<file path="src/rtl/clk_dcm_seq.sv">
// Reset/lock sequencer for the 11->33 MHz clock-multiplier DCM.
// Runs on clk11 (the DCM CLKIN) so it keeps working while the DCM is unlocked.
//
// state     | meaning
// ----------+-----------------------------------------------------------
// RESET     | dcm_rst held high for RST_CYCLES edges
// WAIT_LOCK | waiting for synchronized LOCKED, bounded by LOCK_TIMEOUT
// STABLE    | LOCKED must stay high for STABLE_CYCLES consecutive cycles
// RUN       | sys_rst_n released, ready high; lock loss re-sequences
// FAULT     | retries exhausted; DCM held in reset until fault_clr
module clk_dcm_seq #(
   parameter int RST_CYCLES    = 4,
   parameter int LOCK_TIMEOUT  = 60000,
   parameter int STABLE_CYCLES = 16,
   parameter int MAX_RETRIES   = 7,
   parameter int CNT_W         = 16,
   parameter int RETRY_W       = 3
) (
   input  logic               clk11,
   input  logic               rst_n,
   input  logic               dcm_locked,
   input  logic               fault_clr,
   output logic               dcm_rst,
   output logic               sys_rst_n,
   output logic               ready,
   output logic               fault,
   output logic [RETRY_W-1:0] retry_count,
   output logic [2:0]         state_dbg
);

   typedef enum logic [2:0] {
      S_RESET     = 3'd0,
      S_WAIT_LOCK = 3'd1,
      S_STABLE    = 3'd2,
      S_RUN       = 3'd3,
      S_FAULT     = 3'd4
   } state_t;

   localparam logic [CNT_W-1:0]   RST_LAST    = CNT_W'(RST_CYCLES - 1);
   localparam logic [CNT_W-1:0]   LOCK_LAST   = CNT_W'(LOCK_TIMEOUT - 1);
   localparam logic [CNT_W-1:0]   STABLE_LAST = CNT_W'(STABLE_CYCLES - 1);
   localparam logic [RETRY_W-1:0] RETRY_MAX   = RETRY_W'(MAX_RETRIES);

   state_t             state, state_nx;
   logic [CNT_W-1:0]   cnt, cnt_nx;
   logic [RETRY_W-1:0] retry_nx;
   logic               locked_m, locked_s;

   always_ff @(posedge clk11 or negedge rst_n) begin
      if (!rst_n) begin
         locked_m <= 1'b0;
         locked_s <= 1'b0;
      end else begin
         locked_m <= dcm_locked;
         locked_s <= locked_m;
      end
   end

   always_ff @(posedge clk11 or negedge rst_n) begin
      if (!rst_n) begin
         state       <= S_RESET;
         cnt         <= '0;
         retry_count <= '0;
      end else begin
         state       <= state_nx;
         cnt         <= cnt_nx;
         retry_count <= retry_nx;
      end
   end

   always_comb begin
      state_nx = state;
      cnt_nx   = cnt + CNT_W'(1);
      retry_nx = retry_count;
      case (state)
         S_RESET: begin
            if (cnt == RST_LAST) begin
               state_nx = S_WAIT_LOCK;
               cnt_nx   = '0;
            end
         end
         S_WAIT_LOCK: begin
            // a lock seen on the timeout cycle still wins
            if (locked_s) begin
               state_nx = S_STABLE;
               cnt_nx   = '0;
            end else if (cnt == LOCK_LAST) begin
               cnt_nx = '0;
               if (retry_count == RETRY_MAX) begin
                  state_nx = S_FAULT;
               end else begin
                  state_nx = S_RESET;
                  retry_nx = retry_count + RETRY_W'(1);
               end
            end
         end
         S_STABLE: begin
            if (!locked_s) begin
               state_nx = S_WAIT_LOCK;
               cnt_nx   = '0;
            end else if (cnt == STABLE_LAST) begin
               state_nx = S_RUN;
               cnt_nx   = '0;
               retry_nx = '0;
            end
         end
         S_RUN: begin
            cnt_nx = '0;
            if (!locked_s) state_nx = S_RESET;
         end
         S_FAULT: begin
            cnt_nx = '0;
            if (fault_clr) begin
               state_nx = S_RESET;
               retry_nx = '0;
            end
         end
         default: begin
            state_nx = S_RESET;
            cnt_nx   = '0;
            retry_nx = '0;
         end
      endcase
   end

   // outputs decoded from the next state so they move on the same edge as state
   always_ff @(posedge clk11 or negedge rst_n) begin
      if (!rst_n) begin
         dcm_rst   <= 1'b1;
         sys_rst_n <= 1'b0;
         ready     <= 1'b0;
         fault     <= 1'b0;
         state_dbg <= 3'd0;
      end else begin
         dcm_rst   <= (state_nx == S_RESET) || (state_nx == S_FAULT);
         sys_rst_n <= (state_nx == S_RUN);
         ready     <= (state_nx == S_RUN);
         fault     <= (state_nx == S_FAULT);
         state_dbg <= state_nx;
      end
   end

endmodule

</file>
<file path="config.mk">
export PLATFORM = sky130hd
export DESIGN_NAME = clk_dcm_seq
export DESIGN_NICKNAME = d
export VERILOG_FILES = /design/src/rtl/clk_dcm_seq.sv
export SDC_FILE = /design/constraint.sdc
export NUM_CORES = 1
export LEC_CHECK = 0
export CAP_MARGIN = 30
export CELL_PAD_IN_SITES_DETAIL_PLACEMENT = 0
export CELL_PAD_IN_SITES_GLOBAL_PLACEMENT = 2
export CORE_MARGIN = 2
export CORE_UTILIZATION = 32
export DETAILED_ROUTE_END_ITERATION = 16
export PLACE_DENSITY_LB_ADDON = 0.25
export SYNTH_ARGS = -nofsm -noshare
export SYNTH_HDL_FRONTEND = slang
export SYNTH_SLANG_ARGS = --single-unit
</file>
<file path="constraint.sdc">
create_clock -name clk11 -period 2.1 [get_ports clk11]
set_clock_uncertainty 0.1 [all_clocks]
set_input_delay 0.21 -clock clk11 [delete_from_list [all_inputs] [get_ports clk11]]
set_output_delay 0.21 -clock clk11 [all_outputs]
set_load 0.01 [all_outputs]
</file>
# Yosys cells after proc, flatten, opt, wreduce, memory -nomap -nowiden
# Cells that the tools add are included.
# W data, S select, Z words.
totals:
  regBits: 27
  inputBits: 4
  out_inout_bits: 10
  wordCells: 54
op_classes:
  n_addsub: 2
  n_eq_ne: 16
  mux: 22
  n_bitwise: 1
  reduce_logical: 5
op_table:
  columns: ["cell", "n"]
  rows:
  - ["$mux W16", 5]
  - ["$pmux W16 S3", 1]
  - ["$mux W3", 14]
  - ["$add A16 B1 Y16 const B", 1]
  - ["$eq A16 B16 Y1 const B", 1]
  - ["$eq A16 B2 Y1 const B", 1]
  - ["$eq A16 B4 Y1 const B", 1]
  - ["$pmux W3 S5", 1]
  - ["$ne A2 B2 Y1 const B", 6]
  - ["$pmux W3 S4", 1]
  - ["$eq A3 B2 Y1 const B", 3]
  - ["$eq A3 B3 Y1 const B", 3]
  - ["$reduce_and A7 Y1", 1]
  - ["$logic_not A3 Y1", 2]
  - ["$add A3 B1 Y3 const B", 1]
  - ["$eq A3 B1 Y1 const B", 1]
  - ["$reduce_or A2 Y1", 1]
  - ["$logic_or A1 B1 Y1", 1]
  - ["$not A1 Y1", 1]

# Longest topological paths before layout
depth:
  word_depth: 7
  depth_mapped: 7
  depth_no_buf: 7

# Worst setup path after synthesis
# No wires, ideal clock.
synth_timing:
  kind: "reg-to-reg"
  startpoint: "register cnt[0]"
  endpoint: "register cnt[14]"
  setup_time_ps: 119
  arrival_ps: 1829
  required_time_ps: 1881
  path_slack_ps: 52
  path_stages_with_launch: 8
  path_buffers: 1
  synth_period_minus_slack_ps: 2048
  path_cell_list: "dfrtp_1 > ha_1 > and4_1 > nand2_1 > or3_4 > a211oi_4 > buf_6 > nor2_1"
synth_via:
  elab_chain_len: 4
  elab_cells_between_ends: 10
  cone_classes: "add/sub: 1; eq/ne: 3; mux: 6"
synth_rtl:
  columns: ["item", "line_no", "rtl"]
  rows:
  - ["start, declared", "45", "logic [CNT_W-1:0] cnt, cnt_nx;"]
  - ["start signal, assigned", "66", "cnt <= cnt_nx;"]
  - ["$add A16 B1 Y16 (tied with other cells)", "73", "cnt_nx = cnt + CNT_W'(1);"]
  - ["$mux W16, on equally long branches", "101, 87", null]
  - ["$mux W16, on equally long branches", "98, 84", null]
  - ["$pmux W16 S3 (*)", "75", "case (state)"]
  - ["named net cnt_nx[14]", "45", null]
# Mark *: on every way through the listed nets, which the timed path passes. The rest lies on a longest branch.
# A chain may end at the register's enable or synchronous reset.

# Worst setup path after layout
layout_timing:
  startpoint: "register cnt[7]"
  endpoint: "register cnt[7]"
# The elaborated chain is that of the path after synthesis.

==> flow_metrics.tcl <==
set metrics [dict create \
    crit_type "reg -> reg" \
    p_per_area_mw_per_mm2 822 \
    routed_wl_microns 2790 \
    drtIter0Drc 64 \
    synth_edf_count 0 \
    drt-wirelength-per-cell_microns 13.5 \
    coreArea_sq_mm 0.00406 \
    hpwlAfterDp_microns 2010 \
    cp.required_ns 2.16 \
    synth_area_sq_mm 0.00137 \
    clkTransAtPathRegs_ns 0.09 \
    synth-main-ff-cell "dfrtp_1" \
    syn_area_per_cell_sq_um 10.2 \
    die_w_microns 69.5 \
    first_pass_iters 6 \
    grt_start_max_net_pins 28 \
    finalHoldViolCount 0 \
    grt_first_pass_wirelength_microns 4720 \
    drtAntennaViolNets 0 \
    cp_slowest_cell "dfrtp_2" \
    async_flop_share_pct 100 \
    clock_path_buffers 2 \
    drt-vias-per-instance 5.10 \
    num_antenna_cells 0 \
    cts_tree "done" \
    final_util_pct 41.3 \
    pin_count 14 \
    cpPeakStageDelay_ns 0.45 \
    synth_warnings 0 \
    dp_slack_ns 0.0396 \
    ys_seq_area_share_pct 49.3 \
    cp.buffers_inverters 1 \
    worstPathCellList "nor4_4 -> nand2b_2 -> or3_4 -> a211oi_4 -> buf_6 -> nor2_1" \
    setup_viol 0 \
    period_share_pct 96.5 \
    cts_sinks 27 \
    htreeDepth 1 \
    portBuffers 13 \
    report.final.slew_viol_count 0 \
    slew_headroom_pct 76.3 \
    start_util_pct 33.8 \
    clock_latency_ns 0.27 \
    worst_pin_slew_ns 0.356 \
    cp_max_fo 8 \
    netlist-cell-type-count 39 \
    syn_inst 134 \
    period_needed_ns 2.03 \
    row_count 23 \
    cts_hold_buf 0 \
    gr-total-overflow 0 \
    ys_ff_latch 27 \
    final_cell_mix "24 x dfrtp_1, 21 x nor2_1, 13 x clkdlybuf4s50_1" \
    hold_slack_ns 0.201 \
    first_global_vias 1059 \
    synth_nets 141 \
    numCtsBuffers 3 \
    dpl.cell_count 200 \
    path_delay_family "simple AND/OR/NAND/NOR gates" \
    drive_above_1_share_pct 14.7 \
    fmax_ghz 0.493 \
    fin_nets 164 \
    track_usage_pct 12.1 \
    cp_data_arrival_time_ns 2.09 \
    stdcell_count 206 \
    clockRootBuffer "clkbuf_8" \
    outcome "complete, no violations" \
    gpl.final_weighted_congestion 0.803 \
    leakage_nw 0.715 \
    fillers 402 \
    drv_cap 0 \
    via_count 1051 \
    grt_antenna_before_repair 0 \
    die_area_sq_mm 0.00483 \
    layout_commonest_cell "dfrtp_1" \
    setup_ws_ns 0.0734 \
    worstHoldPathType "in -> async" \
    syn_to_final_growth_pct 22.0 \
    ir_drop_mv 0.352 \
    fp.dieH_microns 69.5 \
    end_kind "flop" \
    start_kind "flop" \
    drc 0 \
]
timing repair:
item,in CTS,in global routing
endpoints found under the setup margin,0,17
gates resized for setup,0,5
setup buffers,0,2
Yosys cell counts, types with 2 or more instances:
library cell,instances,area (sq um)
a21oi_1,2,10.0
a22o_1,2,17.5
and3_1,2,12.5
and4_1,3,26.3
clkbuf_1,3,11.3
dfrtp_1,26,651
ha_1,3,37.5
nand2_1,10,37.5
nand3_1,7,35.0
nand4_1,3,18.8
nor2_1,21,78.8
nor2b_1,3,18.8
nor3_1,6,30.0
o21ai_0,6,30.0
xnor2_1,8,70.1
xor2_1,6,52.6
worst paths after layout:
kind / from / to / slack [ns] / cells after the start
setup reg to reg: cnt[7] / cnt[7] / 0.07 / 6
max in group asynchronous: rst_n / dcm_rst / 1.40 / 2
hold / removal: rst_n / locked_m / 0.20 / 2
setup / recovery: cnt[7] / cnt[7] / 0.07 / 6
min in group clk11: locked_m / locked_s / 0.26 / 0
hold reg to reg: locked_m / locked_s / 0.26 / 0
layout make-up:
cell class / instances / area [sq um] / area share (%)
Sequential cell: 27 / 679 / 40.6
Multi-Input combinational cell: 101 / 671 / 40.1
Timing Repair Buffer: 23 / 213 / 12.7
Tap cell: 50 / 62.6 / 3.74
Clock buffer: 4 / 45.0 / 2.69
Inverter: 1 / 3.75 / 0.224
flip-flops by register name (all words and copies together) (netlist names):
name / count
cnt: 16
retry_count: 3
state_dbg: 3
dcm_rst: 1
fault: 1
locked_m: 1
locked_s: 1
ready: 1
layer usage:
metal  GRT usage [%]  wire (microns)
met1            14.5            1300
met2            21.5            1340
met3            2.62             118
met4            3.92              31
met5               0               0
through the flow:
step	total power [mW]	cell area [sq um]	TNS, ns
after floorplan	0.920	1370	0
after global placement	1.07	1600	0
after detailed placement	1.07	1600	0
after CTS	1.37	1640	0
after global routing	1.47	1670	-0.000852
final	1.38	1670	0
where the power goes:
part / leakage [nW] / total [mW] / internal, mW / switching (mW)
Clock: 0.0228 / 0.293 / 0.136 / 0.157
Combinational: 0.332 / 0.443 / 0.220 / 0.223
Sequential: 0.360 / 0.640 / 0.580 / 0.0605
Total: 0.715 / 1.38 / 0.935 / 0.441
logic make-up (layout without fill, tap and decap cells):
group / after synthesis / after routing / synth area share (%)
fa+ha+maj: 3 / 3 / 2.74
flops: 27 / 27 / 49.3
compound gates: 16 / 16 / 8.84
simple gates: 67 / 67 / 26.9
buf+inv: 6 / 28 / 2.46
mux: 1 / 1 / 0.820
xor+xnor: 14 / 14 / 8.93
(Power assumes the default switching activity.)
